**src/rtl/spi_pkg.sv**
```systemverilog
// Shared state encoding and default sizing for the SPI arbiter slice.
// Latency: none (types and constants only).
// Backpressure: none (types and constants only).
package spi_pkg;

  typedef enum logic [2:0] {
    IDLE,
    LAUNCH,
    WAIT_START,
    BUSY,
    GAP
  } arb_state_t;

  localparam int DEF_NUM_REQ       = 4;
  localparam int DEF_MESSAGE_WIDTH = 8;
  localparam int DEF_GAP_CYCLES    = 2;

endpackage

```
**src/rtl/spi_arbiter_rr_picker.sv**
```systemverilog
// Round-robin winner selection: first asserted request after i_last, wrapping.
// Latency: purely combinational.
// Backpressure: none; the caller decides whether the winner is accepted.
module rr_picker
  import spi_pkg::*;
#(
  parameter int N = DEF_NUM_REQ,
  parameter int W = $clog2(N)
) (
  input  logic [N-1:0] i_req,
  input  logic [W-1:0] i_last,
  output logic         o_any,
  output logic [W-1:0] o_winner
);

  logic [N-1:0] w_rot;
  logic [W-1:0] w_off;

  // Index of the requester sitting 'off' slots after 'last', modulo N.
  function automatic logic [W-1:0] rot_idx(input logic [W-1:0] last, input logic [W-1:0] off);
    int s;
    s = int'(last) + 1 + int'(off);
    if (s >= N) s = s - N;
    if (s >= N) s = s - N;
    return W'(s);
  endfunction

  // Rotate the request vector so the slot just after the last grant lands at bit 0.
  always_comb begin
    w_rot = '0;
    for (int p = 0; p < N; p++) begin
      w_rot[p] = i_req[rot_idx(i_last, W'(p))];
    end
  end

  // Lowest set rotated bit wins; map its offset back to a requester index.
  always_comb begin
    o_any = |i_req;
    w_off = '0;
    for (int p = N - 1; p >= 0; p--) begin
      if (w_rot[p]) w_off = W'(p);
    end
    o_winner = rot_idx(i_last, w_off);
  end

endmodule

```
**src/rtl/spi_arbiter.sv**
```systemverilog
// Shares one spi_gen transmitter among NUM_REQ requesters with round-robin grants.
// Latency: accept at edge 0, trigger high in cycle 1, spi_gen select low from cycle 2.
// Backpressure: ready is offered to one requester only while idle; others hold valid.
module spi_arbiter
  import spi_pkg::*;
#(
  parameter int NUM_REQ       = DEF_NUM_REQ,
  parameter int MESSAGE_WIDTH = DEF_MESSAGE_WIDTH,
  parameter int GAP_CYCLES    = DEF_GAP_CYCLES
) (
  input  logic                             clk_in,
  input  logic                             rst_in,
  input  logic [NUM_REQ-1:0]               req_valid_in,
  input  logic [NUM_REQ*MESSAGE_WIDTH-1:0] req_msg_in,
  output logic [NUM_REQ-1:0]               req_ready_out,
  output logic [NUM_REQ-1:0]               done_out,
  output logic [MESSAGE_WIDTH-1:0]         gen_msg_out,
  output logic                             gen_trigger_out,
  input  logic                             gen_sel_in,
  output logic [NUM_REQ-1:0]               sel_out
);

  localparam int IW = $clog2(NUM_REQ);
  localparam int GW = (GAP_CYCLES > 0) ? $clog2(GAP_CYCLES + 1) : 1;

  arb_state_t               r_state;
  logic [IW-1:0]            r_grant;
  logic [IW-1:0]            r_last;
  logic [GW-1:0]            r_gap;
  logic [MESSAGE_WIDTH-1:0] r_msg;
  logic                     r_trig;
  logic [NUM_REQ-1:0]       r_done;

  logic                     w_any;
  logic [IW-1:0]            w_winner;
  logic [NUM_REQ-1:0]       w_win_oh;
  logic [NUM_REQ-1:0]       w_grant_oh;
  logic                     w_accept;

  rr_picker #(
    .N (NUM_REQ),
    .W (IW)
  ) u_picker (
    .i_req    (req_valid_in),
    .i_last   (r_last),
    .o_any    (w_any),
    .o_winner (w_winner)
  );

  // One-hot views of the current winner and of the granted requester.
  always_comb begin
    w_win_oh   = '0;
    w_grant_oh = '0;
    for (int i = 0; i < NUM_REQ; i++) begin
      w_win_oh[i]   = (w_winner == IW'(i));
      w_grant_oh[i] = (r_grant == IW'(i));
    end
  end

  // Ready goes only to the winner and only while idle; the winner is always valid.
  always_comb begin
    w_accept      = (r_state == IDLE) && w_any;
    req_ready_out = w_accept ? w_win_oh : '0;
  end

  // Steer spi_gen's shared select onto the granted device while its frame is live.
  always_comb begin
    sel_out = '1;
    if (r_state == WAIT_START || r_state == BUSY) begin
      sel_out = ~(w_grant_oh & {NUM_REQ{~gen_sel_in}});
    end
  end

  // Transaction sequencing: accept, launch, follow spi_gen's select, then enforce the gap.
  always_ff @(posedge clk_in) begin
    if (rst_in) begin
      r_state <= IDLE;
      r_grant <= '0;
      r_last  <= IW'(NUM_REQ - 1);
      r_gap   <= '0;
      r_msg   <= '0;
      r_trig  <= 1'b0;
      r_done  <= '0;
    end else begin
      r_trig <= 1'b0;
      r_done <= '0;
      case (r_state)
        IDLE: begin
          if (w_accept) begin
            r_msg   <= req_msg_in[w_winner*MESSAGE_WIDTH +: MESSAGE_WIDTH];
            r_grant <= w_winner;
            r_last  <= w_winner;
            r_trig  <= 1'b1;
            r_state <= LAUNCH;
          end
        end
        LAUNCH: begin
          r_state <= WAIT_START;
        end
        WAIT_START: begin
          if (!gen_sel_in) r_state <= BUSY;
        end
        BUSY: begin
          if (gen_sel_in) begin
            r_done <= w_grant_oh;
            r_gap  <= GW'(GAP_CYCLES);
            if (GAP_CYCLES == 0) r_state <= IDLE;
            else                 r_state <= GAP;
          end
        end
        GAP: begin
          if (r_gap <= GW'(1)) r_state <= IDLE;
          else                 r_gap   <= r_gap - GW'(1);
        end
        default: r_state <= IDLE;
      endcase
    end
  end

  assign gen_msg_out     = r_msg;
  assign gen_trigger_out = r_trig;
  assign done_out        = r_done;

endmodule
```
**config.mk**
```make
export PLATFORM = sky130hd
export DESIGN_NAME = spi_arbiter
export DESIGN_NICKNAME = d
export VERILOG_FILES = /design/src/rtl/spi_pkg.sv /design/src/rtl/spi_arbiter_rr_picker.sv /design/src/rtl/spi_arbiter.sv
export SDC_FILE = /design/constraint.sdc
export NUM_CORES = 1
export LEC_CHECK = 0
export CAP_MARGIN = 20
export CORE_ASPECT_RATIO = 0.7
export CORE_MARGIN = 2
export CORE_UTILIZATION = 45
export DETAILED_ROUTE_END_ITERATION = 8
export HOLD_SLACK_MARGIN = 0.03
export MAX_ROUTING_LAYER = met4
export PLACE_DENSITY = 0.86
export RECOVER_POWER = 25
export SKIP_LAST_GASP = 1
export SYNTH_ARGS = -nofsm -noshare
export SYNTH_HDL_FRONTEND = slang
export SYNTH_SLANG_ARGS = --single-unit
```
**constraint.sdc**
```tcl
create_clock -name clk_in -period 4.7 [get_ports clk_in]
set_input_delay 0.94 -clock clk_in [delete_from_list [all_inputs] [get_ports clk_in]]
set_output_delay 0.94 -clock clk_in [all_outputs]
set_load 0.01 [all_outputs]
```
==> flow_metrics.tcl, run 1 <==
set metrics [dict create \
    outcome "finished clean" \
    io_pins 60 \
    synth_async_sr_flop_share 0 \
    power_density_nw_per_um2 585 \
    yosys.area.top_type_share 0.329 \
    cts_tree "yes" \
    die_w_um 69.2 \
    setup_tns_ns 0 \
    max-slew-margin-rel 0.550 \
    synth_flop_cell "dfxtp_1" \
    via_per_inst 5.44 \
    synth-compound-area-share 0.145 \
    gr_overflow_total 0 \
    grt_setup_unrepaired "no" \
    synth_cell_types 36 \
    synth_top_family_by_area "simple AND/OR/NAND/NOR gates" \
    total_die_area_um2 3430 \
    die-height_um 49.6 \
    synth-edff-count 0 \
    initial_core_util 0.474 \
    drt-pass1-iter-count 4 \
    cellLeakagePower_nw 0.799 \
    worst_slew_pin_slew_ns 0.672 \
    timing.final.hold_violations 0 \
    cts_sinks 22 \
    drive_above_1_share 0.0936 \
    floorplan.core_area_um2 2820 \
    synth_xor_xnor_area_share 0.0252 \
    postCtsHoldBufs 0 \
    synth_top_area_cells "dfxtp_1 (33%), mux2i_1 (6.7%), mux4_1 (5.9%)" \
    grt_first_pass_wirelength_um 5870 \
    setup_violations_final 0 \
    setup.worst_path.class "input port to output pin" \
    port_buffers 59 \
    remaining_drc_errors 0 \
    timing.final.crit_share 0.953 \
    vdd.ir_drop.worst_uv 322 \
    ys_warn_count 0 \
    synthSimpleGateAreaFrac 0.243 \
    synth_top_area_cell "dfxtp_1" \
    ctsHtreeMaxLevel 1 \
    finalWeightedCongestion 0.895 \
    grt_antenna_before_repair 0 \
    clock-skew-final_ns 0.00272 \
    wirelength_um 3500 \
    period_needed_ns 4.48 \
    power_w 0.00117 \
    area_growth_pct 49.8 \
    dpl.hpwl_um 2680 \
    drt-wirelength-per-cell_um 14.6 \
    worst-endpoint-required_ns 3.76 \
    cp-start-kind "input port" \
    fmax_mhz 223 \
    syn_area_um2 1340 \
    cts_inserted_buffers 3 \
    final-max-slew-violation-count 0 \
    cts.root.buffer_cell "clkbuf_8" \
    worst_setup_path_end_kind "output pin" \
    synthesis.area_per_instance_um2 8.99 \
    synth_sequential_area_ratio 0.329 \
    clk_latency_ns 0.27 \
    worstPathArrival_ns 3.54 \
    cts.path.max_buffers 2 \
    detail_route.iter0.violations 62 \
    synth_fa_ha_area_frac 0.0187 \
    yosys-mux-area-fraction 0.177 \
    floorplan.rows 16 \
    synth-seq-cells 22 \
    utilization 0.711 \
    max_cap_viol_count 0 \
    clk_pin_slew_worst_paths_ns 0.08 \
    post_synth_inst_count 149 \
    hp-class "register to register" \
    num-nets-final 245 \
    total_global_routing_track_utilization 0.219 \
    pin_count_of_the_biggest_net_entering_global_routing 20 \
    antennaDiodeCount 0 \
    vias 1300 \
    first_global_vias 1221 \
    synth_nets 190 \
    hold_slack_ns 0.504 \
    ant_nets 0 \
    critPathMaxFanout 6 \
]
==> per-stage QoR <==
step	cell area (um2)	setup slack (ns)	instances
floorplan	1340	1.03	149
global placement	1930	0.317	235
detailed placement	1930	0.174	235
CTS	2000	0.171	239
global route	2010	0.0205	239
finish	2010	0.223	239
==> sequential cells by signal, indices dropped and copies added (netlist names) <==
name,flops
gen_msg_out,8
r_state,3
r_grant,2
r_gap,2
r_last,2
gen_trigger_out,1
done_out,4
==> power by group <==
| part | switching, W | leakage (nW) | internal [W] |
|---|---|---|---|
| registers | 0.0000476 | 0.181 | 0.000229 |
| logic | 0.000314 | 0.582 | 0.000404 |
| clock network | 0.0000656 | 0.0357 | 0.000114 |
==> Yosys cell counts, types with 2 or more instances <==
master	count
a211oi_1	4
a21oi_1	6
a22o_1	4
buf_4	3
clkbuf_1	7
dfxtp_1	22
ha_1	2
inv_1	4
mux2_2	4
mux2i_1	9
mux4_1	3
nand2_1	10
nand2b_1	2
nand3_1	3
nand3b_1	7
nor2_1	18
nor2b_1	4
nor3_1	5
nor3b_1	5
o21ai_0	6
o32ai_1	2
or2_2	3
or3_1	2
xnor2_1	2
==> path summary, 6_finish.rpt <==
path | start | end | slack, ns | depth (start not counted)
max | req_valid_in[2] | req_ready_out[0] | 0.22 | 11
min | gen_msg_out[4]$_SDFFE_PP0P_ | gen_msg_out[4]$_SDFFE_PP0P_ | 0.50 | 2
max reg2reg | r_last[0]$_SDFFE_PP1P_ | gen_msg_out[7]$_SDFFE_PP0P_ | 1.74 | 10
min reg2reg | gen_msg_out[4]$_SDFFE_PP0P_ | gen_msg_out[4]$_SDFFE_PP0P_ | 0.50 | 2
==> layer usage <==
layer / vias up / part of all wire / GRT usage / wire, um
li1: 652 / - / - / -
met4: 0 / 0.0023 / 0.0359 / 8
met2: 67 / 0.46 / 0.359 / 1620
met5: - / 0 / - / 0
met3: 2 / 0.079 / 0.0593 / 276
met1: 579 / 0.45 / 0.279 / 1590
==> cell families after synthesis <==
kind of cell	Yosys count
simple gates	62
compound gates	26
flops	22
buf+inv	17
mux	17
xor+xnor	3
fa+ha+maj	2
==> what timing repair did <==
item                                    4_1_cts  5_1_grt
gates resized for setup                       0        2
buffers inserted                              0        0
endpoints found under the setup margin        0        2
==> critical path, stage by stage <==
cell and delay, ns:
clkdlybuf4s50_1 0.52, inv_1 0.12, nor3_1 0.05, a311oi_1 0.26
o21ai_1 0.11, ha_1 0.20, xnor2_1 0.14, xnor2_1 0.23
xnor2_2 0.16, nor3b_1 0.24, clkdlybuf4s50_1 0.58
==> layout by cell type, fill, tap and decap left out, types with 2 or more instances in the layout <==
cell type,synthesis,final
a21oi_1,6,6
clkbuf_8,0,3
nand3b_1,7,7
ha_1,2,2
or3_1,2,2
nand2_1,10,10
buf_4,3,3
nor3_1,5,5
o32ai_1,2,2
mux2_2,4,4
xnor2_1,2,2
inv_1,4,4
mux2i_1,9,9
nor2_1,18,18
dlygate4sd3_1,0,9
mux4_1,3,3
o21ai_0,6,5
nor2b_1,4,4
or2_2,3,3
a211oi_1,4,4
dfxtp_1,22,22
nand3_1,3,3
clkdlybuf4s50_1,0,49
nand2b_1,2,2
nor3b_1,5,5
a22o_1,4,4
==> layout make-up <==
type | count | area [um2]
fill | 206 | 817
multi-input combinational | 110 | 815
timing repair buffer | 62 | 616
sequential | 22 | 440
tap | 36 | 45.0
clock buffer | 3 | 41.3
clock inverter | 1 | 30.0
inverter | 5 | 18.8
Note: power is estimated with default switching activity, not from simulation.
==> run 2, diff against run 1 <==
--- a/config.mk
+++ b/config.mk
@@ -6,13 +6,16 @@
 export NUM_CORES = 1
 export LEC_CHECK = 0
 export CAP_MARGIN = 20
+export CELL_PAD_IN_SITES_DETAIL_PLACEMENT = 2
+export CELL_PAD_IN_SITES_GLOBAL_PLACEMENT = 2
 export CORE_ASPECT_RATIO = 0.7
 export CORE_MARGIN = 2
-export CORE_UTILIZATION = 45
+export CORE_UTILIZATION = 25
+export CTS_CLUSTER_DIAMETER = 150
 export DETAILED_ROUTE_END_ITERATION = 8
 export HOLD_SLACK_MARGIN = 0.03
 export MAX_ROUTING_LAYER = met4
-export PLACE_DENSITY = 0.86
+export PLACE_DENSITY_LB_ADDON = 0.1
 export RECOVER_POWER = 25
 export SKIP_LAST_GASP = 1
 export SYNTH_ARGS = -nofsm -noshare
==> flow_metrics.tcl, run 2 (synthesis gave the netlist of run 1 again) <==
set metrics [dict create \
    outcome "finished clean" \
    io_pins 60 \
    worst-endpoint-required_ns 3.76 \
    num-nets-final 247 \
    final_cell_area_um2 2080 \
    floorplan.rows 22 \
    vdd.ir_drop.worst_uv 238 \
    cellLeakagePower_nw 0.810 \
    drive_above_1_share 0.107 \
    crit_path_cell_chain "clkdlybuf4s50_1, buf_4, nor2_1, nor3_1, a21oi_1, o21ai_0, ha_1, xnor2_1, xnor2_1, xnor2_2, nor3b_2, clkdlybuf4s50_1" \
    met3_usage 0.0413 \
    ant_nets 0 \
    power_density_nw_per_um2 593 \
    clk_pin_slew_worst_paths_ns 0.08 \
    clock-skew-final_ns 0.00600 \
    detail_route.iter0.violations 23 \
    clk_latency_ns 0.26 \
    grt_first_pass_wirelength_um 6960 \
    cts_inserted_buffers 3 \
    cp-start-kind "input port" \
    initial_core_util 0.257 \
    setup.worst_path.class "input port to output pin" \
    ctsHtreeMaxLevel 1 \
    utilization 0.399 \
    grt_antenna_before_repair 0 \
    remaining_drc_errors 0 \
    hp-class "register to register" \
    final.fill_count 554 \
    area_growth_pct 55.0 \
    globalRouteMet1Util 0.179 \
    timing.final.hold_violations 0 \
    cts_tree "yes" \
    hold_slack_ns 0.505 \
    drt-pass1-iter-count 4 \
    placement.cell_area_um2 1980 \
    cts.path.max_buffers 2 \
    port_buffers 59 \
    total_die_area_um2 5970 \
    max-slew-margin-rel 0.522 \
    finalWeightedCongestion 0.756 \
    drt-wirelength-per-cell_um 15.8 \
    wirelength_um 4370 \
    timing.final.crit_share 0.967 \
    vias 1323 \
    first_global_vias 1422 \
    postCtsHoldBufs 0 \
    final_common_cell "clkdlybuf4s50_1" \
    pin_count_of_the_biggest_net_entering_global_routing 20 \
    die-height_um 65.2 \
    period_needed_ns 4.54 \
    dpl.hpwl_um 3540 \
    critical_path.slowest_cell "clkdlybuf4s50_1" \
    worstPathArrival_ns 3.60 \
    antennaDiodeCount 0 \
    cp_slowest_stage_delay_ns 0.57 \
    gr_overflow_total 0 \
    max_cap_viol_count 0 \
    via_per_inst 4.78 \
    worst_setup_path_end_kind "output pin" \
    setup_tns_ns 0 \
    final-max-slew-violation-count 0 \
    grt_util_met2 0.261 \
    grt_setup_unrepaired "yes" \
    cts_sinks 22 \
    power_w 0.00123 \
    largest_register_ff_count 8 \
    cts.root.buffer_cell "clkbuf_8" \
    setup_violations_final 0 \
    die_w_um 91.5 \
    global_route_layer_with_the_greatest_usage "met2" \
    total_global_routing_track_utilization 0.155 \
    floorplan.core_area_um2 5200 \
    mostFrequentLayoutCells "clkdlybuf4s50_1 (56), dfxtp_1 (22), nor2_1 (18)" \
    fmax_mhz 220 \
    critPathMaxFanout 7 \
    worst_slew_pin_slew_ns 0.714 \
]
==> run 2: cell types whose count changed in the layout (fill, tap and decap cells not counted), sizes merged <==
cell,before,now
buf,3,5
clkdlybuf4s50,49,56
dlymetal6s2s,1,3
dlygate4sd3,9,0
==> run 2: layout make-up <==
cell class | instances | area, um2 | share of cell area
Inverter | 5 | 18.8 | 0.00904
Timing Repair Buffer | 64 | 636 | 0.306
Clock inverter | 1 | 30.0 | 0.0145
Multi-Input combinational cell | 110 | 820 | 0.395
Sequential cell | 22 | 440 | 0.212
Tap cell | 72 | 90.1 | 0.0434
Clock buffer | 3 | 41.3 | 0.0199
==> run 2: where the power goes <==
part | internal [W] | switching, W | total [W]
registers | 0.000229 | 0.0000499 | 0.000279
logic | 0.000441 | 0.000335 | 0.000775
clock network | 0.000114 | 0.0000631 | 0.000177
total | 0.000784 | 0.000448 | 0.00123
==> run 2: critical path, delay by kind of cell <==
| family | cells | cell delay (ns) |
|---|---|---|
| xor+xnor | 3 | 0.60 |
| buf+inv | 3 | 1.14 |
| fa+ha+maj | 1 | 0.20 |
| simple gates | 3 | 0.47 |
| compound gates | 2 | 0.25 |
==> run 2: worst paths after layout <==
path	start	to	slack, ns	depth (start not counted)
setup reg to reg	r_last[0]$_SDFFE_PP1P_	gen_msg_out[0]$_SDFFE_PP0P_	1.70	10
hold / removal	gen_msg_out[4]$_SDFFE_PP0P_	gen_msg_out[4]$_SDFFE_PP0P_	0.50	2
setup / recovery	req_valid_in[3]	req_ready_out[0]	0.16	12
hold reg to reg	gen_msg_out[4]$_SDFFE_PP0P_	gen_msg_out[4]$_SDFFE_PP0P_	0.50	2
==> run 2: routing by layer <==
metal	wire length, um	vias to the layer above	part of all wire
met5	0	-	0
met4	55	0	0.013
met3	245	6	0.056
met2	2190	35	0.50
met1	1880	633	0.43
li1	-	649	-
==> run 2: timing repair <==
action / 4_1_cts / 5_1_grt
setup endpoints to repair: 0 / 3
setup buffers: 0 / 1
resized for setup: 0 / 4
==> run 2: through the flow <==
step | setup WS, ns | instances
5_1_grt | -0.0303 | 277
6_report | 0.155 | 277
2_1_floorplan | 1.03 | 149
4_1_cts | 0.113 | 276
3_5_place_dp | 0.131 | 272
3_3_place_gp | 0.218 | 272
